File: src/rtl/ps2_pkg.sv
// Shared definitions for the PS/2 scan-code receiver: FSM encoding,
// prefix byte values and the frame check helper.
package ps2_pkg;

  typedef enum logic [1:0] {
    ST_IDLE   = 2'd0,
    ST_DATA   = 2'd1,
    ST_PARITY = 2'd2,
    ST_STOP   = 2'd3
  } ps2_state_e;

  localparam logic [7:0] PS2_PFX_EXT = 8'hE0;
  localparam logic [7:0] PS2_PFX_BRK = 8'hF0;

  // Odd parity over data+parity and a high stop bit make a good frame.
  function automatic logic ps2_frame_ok(input logic [7:0] data,
                                        input logic       parity,
                                        input logic       stop);
    return (^{data, parity}) & stop;
  endfunction

endpackage

File: src/rtl/ps2_sync_edge.sv
// Two-flop synchronisers for the raw PS/2 lines plus falling-edge detect on
// the synchronised clock. Flops reset to 1 so the idle bus never looks like an edge.
module ps2_sync_edge (
  input  logic CLK,
  input  logic reset,
  input  logic ps2_clk,
  input  logic ps2_data,
  output logic data_sync,
  output logic fall_edge
);

  logic clk_meta_r;
  logic clk_sync_r;
  logic clk_prev_r;
  logic data_meta_r;
  logic data_sync_r;

  // Synchroniser chains and one-cycle-delayed copy of the synced clock.
  always_ff @(posedge CLK) begin
    if (reset) begin
      clk_meta_r  <= 1'b1;
      clk_sync_r  <= 1'b1;
      clk_prev_r  <= 1'b1;
      data_meta_r <= 1'b1;
      data_sync_r <= 1'b1;
    end else begin
      clk_meta_r  <= ps2_clk;
      clk_sync_r  <= clk_meta_r;
      clk_prev_r  <= clk_sync_r;
      data_meta_r <= ps2_data;
      data_sync_r <= data_meta_r;
    end
  end

  assign data_sync = data_sync_r;
  assign fall_edge = clk_prev_r & ~clk_sync_r;

endmodule

File: src/rtl/ps2_scancode_rx.sv
// PS/2 keyboard receiver: deserialises 11-bit frames, checks parity/stop,
// folds E0/F0 prefixes into flags and strobes out completed scan codes.
module ps2_scancode_rx
  import ps2_pkg::*;
#(
  parameter int TIMEOUT_CYCLES = 50000
) (
  input  logic       CLK,
  input  logic       reset,
  input  logic       PS2_CLK,
  input  logic       PS2_DATA,
  output logic [7:0] oCode,
  output logic       oBreak,
  output logic       oExt,
  output logic       oValid,
  output logic       oErr
);

  localparam int TW = (TIMEOUT_CYCLES > 1) ? $clog2(TIMEOUT_CYCLES) : 1;
  localparam logic [TW-1:0] TMO_LAST = TW'(TIMEOUT_CYCLES - 1);

  ps2_state_e    state_r;
  logic [2:0]    bit_cnt_r;
  logic [7:0]    shift_r;
  logic          parity_r;
  logic [TW-1:0] tmo_r;
  logic          brk_pending_r;
  logic          ext_pending_r;
  logic          data_sync_s;
  logic          fall_edge_s;

  ps2_sync_edge u_sync (
    .CLK       (CLK),
    .reset     (reset),
    .ps2_clk   (PS2_CLK),
    .ps2_data  (PS2_DATA),
    .data_sync (data_sync_s),
    .fall_edge (fall_edge_s)
  );

  // Frame FSM, shift register, timeout, prefix tracking and registered outputs.
  always_ff @(posedge CLK) begin
    if (reset) begin
      state_r       <= ST_IDLE;
      bit_cnt_r     <= 3'd0;
      shift_r       <= 8'h00;
      parity_r      <= 1'b0;
      tmo_r         <= '0;
      brk_pending_r <= 1'b0;
      ext_pending_r <= 1'b0;
      oCode         <= 8'h00;
      oBreak        <= 1'b0;
      oExt          <= 1'b0;
      oValid        <= 1'b0;
      oErr          <= 1'b0;
    end else begin
      oValid <= 1'b0;
      oErr   <= 1'b0;
      // An edge always beats a timeout arriving in the same cycle.
      if (fall_edge_s) begin
        tmo_r <= '0;
        case (state_r)
          ST_IDLE: begin
            if (!data_sync_s) begin
              state_r   <= ST_DATA;
              bit_cnt_r <= 3'd0;
            end
          end
          ST_DATA: begin
            shift_r   <= {data_sync_s, shift_r[7:1]};
            bit_cnt_r <= bit_cnt_r + 3'd1;
            if (bit_cnt_r == 3'd7) begin
              state_r <= ST_PARITY;
            end
          end
          ST_PARITY: begin
            parity_r <= data_sync_s;
            state_r  <= ST_STOP;
          end
          ST_STOP: begin
            state_r <= ST_IDLE;
            if (!ps2_frame_ok(shift_r, parity_r, data_sync_s)) begin
              oErr          <= 1'b1;
              brk_pending_r <= 1'b0;
              ext_pending_r <= 1'b0;
            end else if (shift_r == PS2_PFX_EXT) begin
              ext_pending_r <= 1'b1;
            end else if (shift_r == PS2_PFX_BRK) begin
              brk_pending_r <= 1'b1;
            end else begin
              oCode         <= shift_r;
              oBreak        <= brk_pending_r;
              oExt          <= ext_pending_r;
              oValid        <= 1'b1;
              brk_pending_r <= 1'b0;
              ext_pending_r <= 1'b0;
            end
          end
          default: state_r <= ST_IDLE;
        endcase
      end else if (state_r == ST_IDLE) begin
        tmo_r <= '0;
      end else if (tmo_r >= TMO_LAST) begin
        // Abort at the limit, so the counter can never wrap.
        state_r       <= ST_IDLE;
        tmo_r         <= '0;
        oErr          <= 1'b1;
        brk_pending_r <= 1'b0;
        ext_pending_r <= 1'b0;
      end else begin
        tmo_r <= tmo_r + 1'b1;
      end
    end
  end

endmodule

File: config.mk
export PLATFORM = sky130hd
export DESIGN_NAME = ps2_scancode_rx
export DESIGN_NICKNAME = d
export VERILOG_FILES = /design/src/rtl/ps2_pkg.sv /design/src/rtl/ps2_sync_edge.sv /design/src/rtl/ps2_scancode_rx.sv
export SDC_FILE = /design/constraint.sdc
export NUM_CORES = 1
export LEC_CHECK = 0
export ABC_AREA = 1
export BUFFER_PORTS_ARGS = -buffer_cell sky130_fd_sc_hd__buf_4
export CAP_MARGIN = 0
export CORE_UTILIZATION = 40
export CTS_CLUSTER_SIZE = 24
export DETAILED_ROUTE_END_ITERATION = 8
export PLACE_DENSITY = 0.57
export SLEW_MARGIN = 10
export SYNTH_ARGS = -nofsm -noshare
export SYNTH_HDL_FRONTEND = slang
export SYNTH_SLANG_ARGS = --single-unit
File: constraint.sdc
create_clock -name CLK -period 1.65 [get_ports CLK]
set_input_delay 0.33 -clock CLK [delete_from_list [all_inputs] [get_ports CLK]]
set_output_delay 0.33 -clock CLK [all_outputs]
set_load 0.01 [all_outputs]
Yosys cells after proc, flatten, opt, wreduce, memory -nomap -nowiden
Cells that the tools add are included.
{ "word_totals": {"elab_cells": 79, "reg_bits": 49, "inputBits": 4} }
{ "op_classes": {"n_mux": 26, "bitwise": 8, "reduce_logical": 13, "magnitude_cmp": 1, "add_sub_neg": 2, "eq_ne": 12} }
{ "op_table": {"columns": ["op", "count"], "rows": [
  ["two-way mux 1 bit", 18],
  ["adder 16 x 1 -> 16 bit (second input constant)", 1],
  ["equality test 8 bit (second input constant)", 2],
  [">= comparator 16 bit (second input constant)", 1],
  ["AND reduction 4 bit", 3],
  ["two-way mux 2 bit", 5],
  ["XOR reduction 9 bit", 1],
  ["one-hot mux 2 bit (4 select lines)", 1],
  ["!= test 3 bit (second input constant)", 2],
  ["NOT 1 bit", 6],
  ["one-hot mux 3 bit (2 select lines)", 1],
  ["AND reduction 5 bit", 1],
  ["OR reduction 5 bit", 1],
  ["equality test 2 bit (second input constant)", 2],
  ["!= test 2 bit (second input constant)", 2],
  ["!= test 4 bit (second input constant)", 1],
  ["AND reduction 2 bit", 2],
  ["nonzero test 2 bit", 2],
  ["OR reduction 4 bit", 1],
  ["adder 3 x 1 -> 3 bit (second input constant)", 1],
  ["equality test 3 bit (second input constant)", 1],
  ["two-way mux 3 bit", 1],
  ["AND reduction 3 bit", 1],
  ["bitwise AND 1 bit", 2],
  ["other kinds (3)", 3]
]} }

Depth between registers and ports, before layout
Gate-level depths: netlist (run 1).
{ "logic_depth": {"depth_word": 6, "mapped_depth": 12} }

Hierarchy
A second synthesis (run 1) with hierarchy kept.
{ "unflattened": {"cells_unflattened": 323, "area_unflattened_um2": 2321.0} }
{ "by_module_without_submodules": {"columns": ["module", "area_each_um2", "cells_each", "n_inst"], "rows": [
  ["ps2_scancode_rx", 2172.1, 305, 1],
  ["ps2_sync_edge", 148.9, 18, 1]
]} }

Least setup slack after synthesis (run 1)
No wires, ideal clock.
{ "synth_path": {"kind": "reg2reg", "startpoint": "register tmo_r[0]", "endpoint": "register tmo_r[12]", "t_arrival_ns": 1.356, "setup_time_ns": 0.119, "setup_slack_ns": 0.176, "path_buffers": 0, "period_less_slack_ns": 1.474, "required_ns": 1.531, "stages_incl_launch_ff": 11, "cell_sequence": "dfxtp_1 > ha_1 > nand2_1 > nor3_2 > nand3_1 > nor2_2 > inv_1 > nor2_1 > nand2_1 > o21bai_1 > a21oi_1"} }
{ "synth_via": {"elab_chain_cells": 2, "elab_cells_between_ends": 3, "classes_between": "1 x add/sub; 1 x order compare; 1 x reduce/logical"} }
{ "synth_lines": {"columns": ["element", "line", "rtl"], "rows": [
  ["start: declaration", "ps2_scancode_rx.sv:26", "logic [TW-1:0] tmo_r;"],
  ["start signal: assignment", "ps2_scancode_rx.sv:111", "tmo_r <= tmo_r + 1'b1;"],
  [">= comparator 16 bit", "ps2_scancode_rx.sv:103", "end else if (tmo_r >= TMO_LAST) begin"],
  ["OR reduction 4 bit (no source line)", null, null]
]} }
Several ways; a longest one is shown, not always the timed one.
A chain may end at the register's enable or synchronous reset.

Worst setup path in the final report (run 1)
{ "layout_path": {"startpoint": "register tmo_r[0]", "endpoint": "register tmo_r[8]"} }
The elaborated chain is that of the path after synthesis.

==> metrics.md, run 1 <==
| Metric | Value |
|---|---|
| Max VDD drop | 381 uV |
| Antenna diodes | 0 |
| Congestion Overflow GR | 0 |
| Share of cells above drive strength 1 | 28.1% |
| HP Class | input pin to flop |
| Setup ws final | 0.0722 ns |
| Post-route cell area | 0.00275 mm^2 |
| Worst slew margin | 73.9% |
| Max incr delay on CP | 0.37 ns |
| Setup violators final | 0 |
| Netlist cell types | 34 |
| Final net count | 341 |
| Cell Rows | 27 |
| WP data arrival | 1.82 ns |
| Worst setup EP type | flop |
| RSZ-0062 raised after global routing | true |
| Met2 WL | 1.93 mm |
| Final period utilization | 95.6% |
| Largest net degree at the start of global routing | 21 |
| Critical R2R Launch | tmo_r[0] |
| Fmax | 634 MHz |
| Worst Path Required | 1.90 ns |
| Power Total | 1.92 mW |
| Via count | 1948 |
| CTS Buf Count | 5 |
| First-pass GRT wire length | 7.49 mm |
| Most frequent CP cell | buf_4 |
| Die ar. | 0.00595 mm^2 |
| Placed Area | 0.00251 mm^2 |
| Crit-path cells | ha_4 -> nand2_4 -> nor3_4 -> nand3_2 -> buf_4 -> buf_4 -> or2_2 -> a21oi_2 |
| Drt first pass iters | 4 |
| Layout area overhead | 21.5% |
| Port Buffers | 15 |
| Final number of max-transition violations | 0 |
| Gpl congestion | 0.849 |
| Worst hold path endpoint | u_sync.data_meta_r |
| Syn_area_per_cell | 7.63 um^2 |
| Synth warnings | 0 |
| R2r endpoint | tmo_r[8] |
| Final hold violations | 0 |
| Ports | 16 |
| Total of max-cap violations | 0 |
| Setup WS pre-CTS | -0.0456 ns |
| Die Ht | 77.2 um |
| CTS sink cnt | 49 |
| Most common cell after layout, fill and taps aside | nand2_1 |
| Seq cells post-synth | 49 |
| Routed WL per cell | 10.8 um |
| Dpl hpwl | 3.15 mm |
| Clk Latency, worst-skew pair | 0.30 ns |
| CP Max Fanout | 3 |
| Status | complete, no violations |
| Slowest library cell on the worst path | dfxtp_4 |
| Die Width | 77.2 um |
| Static Leak | 1.15 nW |
| Synth Instances | 296 |
| Top Layer Used | met4 |
| Sequential area share after synthesis | 43.4% |
| Total GRT Usage | 15.6% |
| Clock slew at reported path FFs | 0.09 ns |
| Core area | 0.00547 mm^2 |
| Setup CP Type | flop to flop |
| Syn nets | 307 |
| Beginning of the worst hold path | PS2_DATA |
| Number of vias per cell | 4.83 |
| FF-to-FF path depth | 8 |
| Antenna-violating nets left | 0 |
| Root Buffer | clkbuf_8 |
| Hold Buf Count CTS | 0 |
| CP startpoint kind | flop |
| Final Skew | 0.0103 ns |
| Hold Path Cell Cnt | 2 |
| CTS H-tree lvls | 2 |
| WL met3 | 128 um |
| Most frequent cells in the layout | nand2_1 (55), dfxtp_1 (42), buf_4 (36) |
| Mapped Area | 0.00226 mm^2 |
| Number of global-route vias before repair | 1743 |
| Power Density | 697 mW/mm^2 |
| Initial Utilization | 41.3% |
| Final setup TNS | 0 ns |
| Longest Clk Path Bufs | 2 |
| Initial antenna violation count | 0 |
| DRT iter0 DRCs | 113 |
| Final min period | 1.58 ns |
| Final WL | 4.37 mm |
| # fillers | 557 |
| Residual DRC count | 0 |
| CTS tree | built |
| Worst-Margin Slew | 0.388 ns |
| R2R setup slack | 0.07 ns |
| Met1 WL | 2.23 mm |
sequential cells by signal, indices dropped and copies added, names as in the netlist:
register	count
u_sync.data_meta_r	1
bit_cnt_r	3
oBreak	1
tmo_r	16
u_sync.clk_sync_r	1
u_sync.clk_meta_r	1
oErr	1
u_sync.data_sync	1
ext_pending_r	1
parity_r	1
u_sync.clk_prev_r	1
oValid	1
oExt	1
brk_pending_r	1
oCode	8
state_r	2
shift_r	8
layer usage:
| metal | global-route usage [%] | up-vias |
|---|---|---|
| li1 | - | 1037 |
| met4 | 6.42 | 0 |
| met3 | 4.17 | 7 |
| met1 | 20.4 | 880 |
| met5 | 0 | - |
| met2 | 24.2 | 24 |
kinds of logic after synthesis:
family	share of synthesized area [%]
simple gates	31.8
compound gates	12.0
flops	43.4
buf+inv	8.03
fa+ha+maj	3.88
xor+xnor	0.388
mux	0.498
what timing repair did:
item                       4_1_cts  5_1_grt
gates resized for setup          4       24
setup endpoints to repair        3       19
pin swaps                        2        8
setup buffers                    4        4
cell type report:
cell class / instances / area, um^2 / share of cell area (%)
Tap cell: 72 / 90.1 / 3.28
Clock buffer: 6 / 72.6 / 2.64
Clock inverter: 2 / 10.0 / 0.364
Multi-Input combinational cell: 204 / 1180 / 43.1
Sequential cell: 49 / 992 / 36.1
Timing Repair Buffer: 36 / 270 / 9.84
Inverter: 34 / 128 / 4.65
through the flow:
step	std cells	util (%)	hold WS [ns]
global placement	387	45.8	0.391
detailed placement	387	45.8	0.399
CTS	399	48.1	0.202
finish	403	50.2	0.213
global route	403	50.2	0.195
floorplan	296	-	0.389
critical path, delay by kind of cell (launching register included):
| family | cells | cell delay, ns |
|---|---|---|
| and+or+nand+nor | 4 | 0.63 |
| DFF | 1 | 0.37 |
| buffers and inverters | 2 | 0.27 |
| adders and majority gates | 1 | 0.15 |
| AOI/OAI and AO/OA | 1 | 0.10 |
worst max-delay path by stage:
stage | startpoint | to | cells past startpoint
CTS | tmo_r[0] | tmo_r[12] | 10
global route | tmo_r[0] | tmo_r[12] | 10
finish | tmo_r[0] | tmo_r[8] | 8
floorplan | tmo_r[0] | tmo_r[12] | 10
global placement | tmo_r[0] | tmo_r[12] | 10
detailed placement | tmo_r[0] | tmo_r[12] | 10
power by group:
part,internal (mW),leakage (nW),switching (mW)
Clock,0.294,0.0450,0.380
Combinational,0.0205,0.710,0.0320
Sequential,1.19,0.400,0.00264
Total,1.50,1.15,0.415
synth_stat cells:
| master | number | area [um^2] |
|---|---|---|
| ha_1 | 7 | 87.6 |
| and3_1 | 1 | 6.26 |
| nor3_2 | 1 | 10.0 |
| or2_2 | 8 | 50.1 |
| inv_2 | 4 | 15.0 |
| buf_2 | 4 | 20.0 |
| a31oi_1 | 1 | 6.26 |
| clkinv_1 | 1 | 3.75 |
| nor3_1 | 3 | 15.0 |
| o21ai_0 | 12 | 60.1 |
| nand3_2 | 5 | 50.1 |
| nor2_1 | 21 | 78.8 |
| a21oi_2 | 1 | 8.76 |
| nand4_1 | 14 | 87.6 |
| inv_1 | 29 | 109 |
| or2_0 | 1 | 6.26 |
| mux2_2 | 1 | 11.3 |
| a41oi_1 | 1 | 8.76 |
| or2_1 | 1 | 6.26 |
| nand3_1 | 15 | 75.1 |
| nand3b_1 | 1 | 7.51 |
| a211oi_1 | 2 | 15.0 |
| dfxtp_1 | 49 | 981 |
| nor3b_1 | 2 | 15.0 |
| nand2_4 | 1 | 11.3 |
| buf_6 | 2 | 22.5 |
| nor4_2 | 1 | 12.5 |
| clkbuf_1 | 3 | 11.3 |
| xor2_1 | 1 | 8.76 |
| nand2_2 | 5 | 31.3 |
| nand2_1 | 58 | 218 |
| nor2_2 | 6 | 37.5 |
| a21oi_1 | 33 | 165 |
| o21bai_1 | 1 | 7.51 |
No activity file was read; power rests on OpenSTA's default activity.
==> run 2: changes to the inputs <==
CORE_UTILIZATION = 45   (was 40)
PLACE_DENSITY = 0.62   (was 0.57)
SLEW_MARGIN = 15   (was 10)
==> run 2 against run 1 <==
Final area fell by 0.73%. Sequential share of layout area rose by 0.082 points. Total power rose by 12%. Global-route usage rose by 1.9 points. Die area fell by 11%. Via count fell by 0.41%. Critical path depth did not move. Critical path type unchanged. Largest power group unchanged.
==> metrics.md, run 2 (same netlist as run 1, synthesis figures left out) <==
| Metric | Value |
|---|---|
| Placed cells | 377 (-2.6%) |
| Final WL | 4.44 mm (+1.4%) |
| Delay-heaviest family, CP | simple AND/OR/NAND/NOR gates |
| Beginning of the worst hold path | PS2_DATA |
| DRT iter0 DRCs | 81 (-28%) |
| Total GRT Usage | 17.5% (+1.9 points) |
| Via count | 1940 (-0.41%) |
| RSZ-0062 raised after global routing | true |
| HP Class | input pin to flop |
| Final net count | 336 (-1.5%) |
| Most common cell after layout, fill and taps aside | nand2_1 |
| Congestion Overflow GR | 0 (unchanged) |
| Dpl hpwl | 3.14 mm (-0.35%) |
| Power Density | 784 mW/mm^2 (+12%) |
| CTS H-tree lvls | 2 (unchanged) |
| Drt first pass iters | 4 (unchanged) |
| R2r endpoint | tmo_r[8] |
| Layout area overhead | 20.7% |
| Hold_ws | 0.211 ns (-0.00242 ns) |
| Max VDD drop | 710 uV (+86%) |
| Top flop regs | tmo_r (16), oCode (8), shift_r (8) |
| Worst hold path endpoint | u_sync.data_meta_r |
| # fillers | 473 (-15%) |
| Share of cells above drive strength 1 | 26.7% (-1.4 points) |
| Die ar. | 0.00531 mm^2 (-11%) |
| Worst-Margin Slew | 0.423 ns (+0.0350 ns) |
| Hold Path Cell Cnt | 2 (unchanged) |
| Slowest library cell on the worst path | dfxtp_2 |
| CP bufs+invs | 2 (unchanged) |
| Fmax | 611 MHz (-3.7%) |
| Post-route non-filler standard cell count | 393 (-2.5%) |
| Final number of max-transition violations | 0 (unchanged) |
| Worst slew margin | 71.7% (-2.2 points) |
| Root Buffer | clkbuf_8 |
| CP Max Fanout | 3 (unchanged) |
| FF-to-FF path depth | 8 (unchanged) |
| Longest Clk Path Bufs | 2 (unchanged) |
| Initial antenna violation count | 0 (unchanged) |
| Final Skew | 0.0113 ns (+0.00102 ns) |
| Crit-path cells | ha_4 -> nand2_2 -> nor3_4 -> nand3_2 -> buf_4 -> buf_4 -> or2_2 -> a21oi_1 |
| Clock slew at reported path FFs | 0.09 ns (about the same) |
| Final period utilization | 99.3% (+3.6 points) |
| Setup CP Type | flop to flop |
| CTS Buf Count | 5 (unchanged) |
| Ports | 16 (unchanged) |
| Core area | 0.00479 mm^2 (-13%) |
| Routed WL per cell | 11.3 um (+4.0%) |
| Status | complete, no violations |
| Placed Area | 0.00247 mm^2 (-1.2%) |
| Antenna-violating nets left | 0 (unchanged) |
| Number of global-route vias before repair | 1625 (-6.8%) |
| CTS sink cnt | 49 (unchanged) |
| Clk Latency, worst-skew pair | 0.31 ns (about the same) |
| Cell Rows | 25 (-7.4%) |
| Worst Path Required | 1.90 ns (about the same) |
| Number of vias per cell | 4.94 (+2.1%) |
| First-pass GRT wire length | 7.18 mm (-4.1%) |
| Largest net degree at the start of global routing | 17 (-19%) |
| Final min period | 1.64 ns (+0.0601 ns) |
| Number of cells on the critical path | 8 (unchanged) |
| Top reg by flops | tmo_r |
| Antenna diodes | 0 (unchanged) |
| Final setup TNS | 0 ns (unchanged) |
| CP startpoint kind | flop |
| Setup violators final | 0 (unchanged) |
| Worst setup EP type | flop |
| WP data arrival | 1.88 ns (+0.06 ns) |
| Port Buffers | 15 (unchanged) |
| Final hold violations | 0 (unchanged) |
| CTS tree | built |
| R2R setup slack | 0.01 ns (-0.06 ns) |
| Die Ht | 72.9 um (-5.6%) |
| Post-route cell area | 0.00273 mm^2 (-0.73%) |
| Most frequent cells in the layout | nand2_1 (56), dfxtp_1 (44), a21oi_1 (32) |
| Static Leak | 1.12 nW (-2.6%) |
| Initial Utilization | 47.2% (+5.9 points) |
| Total of max-cap violations | 0 (unchanged) |
| Die Width | 72.9 um (-5.6%) |
| Largest register FFs | 16 (unchanged) |
| Gpl congestion | 0.832 (-2.0%) |
| Residual DRC count | 0 (unchanged) |
| Max incr delay on CP | 0.36 ns (about the same) |
| Critical R2R Launch | tmo_r[0] |
| Most frequent CP cell | buf_4 |
## run 2: cell count changes in the layout (fill, tap and decap cells not counted), moves of 2 or more
cell	change
nor2_2	+2
dfxtp_1	+2
nor2_4	-2
buf_4	-6
clkinv_2	-2
## run 2: routing by layer
metal  global-route usage [%]  share of wire (%)
met1                     24.3                 51
met2                     26.6                 45
met3                     4.56                2.6
met4                     5.88                1.3
met5                        0                  0
## run 2: stage by stage
stage | worst slack [ns] | util [%] | power [mW]
global route | -0.0691 | 57.0 | 2.21
global placement | -0.0349 | 51.7 | 1.27
detailed placement | -0.0514 | 51.7 | 1.27
finish | 0.0121 | 57.0 | 2.14
floorplan | 0.176 | - | 1.25
CTS | 0.00535 | 55.5 | 2.16
## run 2: layout make-up
cell class	instances	area, um^2	share of cell area, %
clock buffer	6	82.6	3.03
timing repair buffer	31	245	8.99
multi-input combinational	204	1160	42.6
sequential	49	987	36.2
tap	67	83.8	3.07
inverter	34	128	4.68
clock inverter	2	37.5	1.38
## run 2: how the worst max path moves through the flow
stage                   from         to
floorplan           tmo_r[0]  tmo_r[12]
global placement    tmo_r[0]  tmo_r[12]
detailed placement  tmo_r[0]  tmo_r[12]
CTS                 tmo_r[0]  tmo_r[12]
global route        tmo_r[0]  tmo_r[12]
finish              tmo_r[0]   tmo_r[8]
## run 2: where the power goes
part	leakage [nW]	switching [mW]	internal, mW	total (mW)
logic	0.669	0.0324	0.0179	0.0503
registers	0.398	0.00272	1.19	1.19
clock network	0.0574	0.404	0.493	0.897
total	1.12	0.439	1.70	2.14
## run 2: repair_timing
item,in CTS,in global routing
buffers inserted,4,4
resized for setup,8,12
pin swaps,5,6
setup endpoints to repair,1,21
hold buffers,0,0
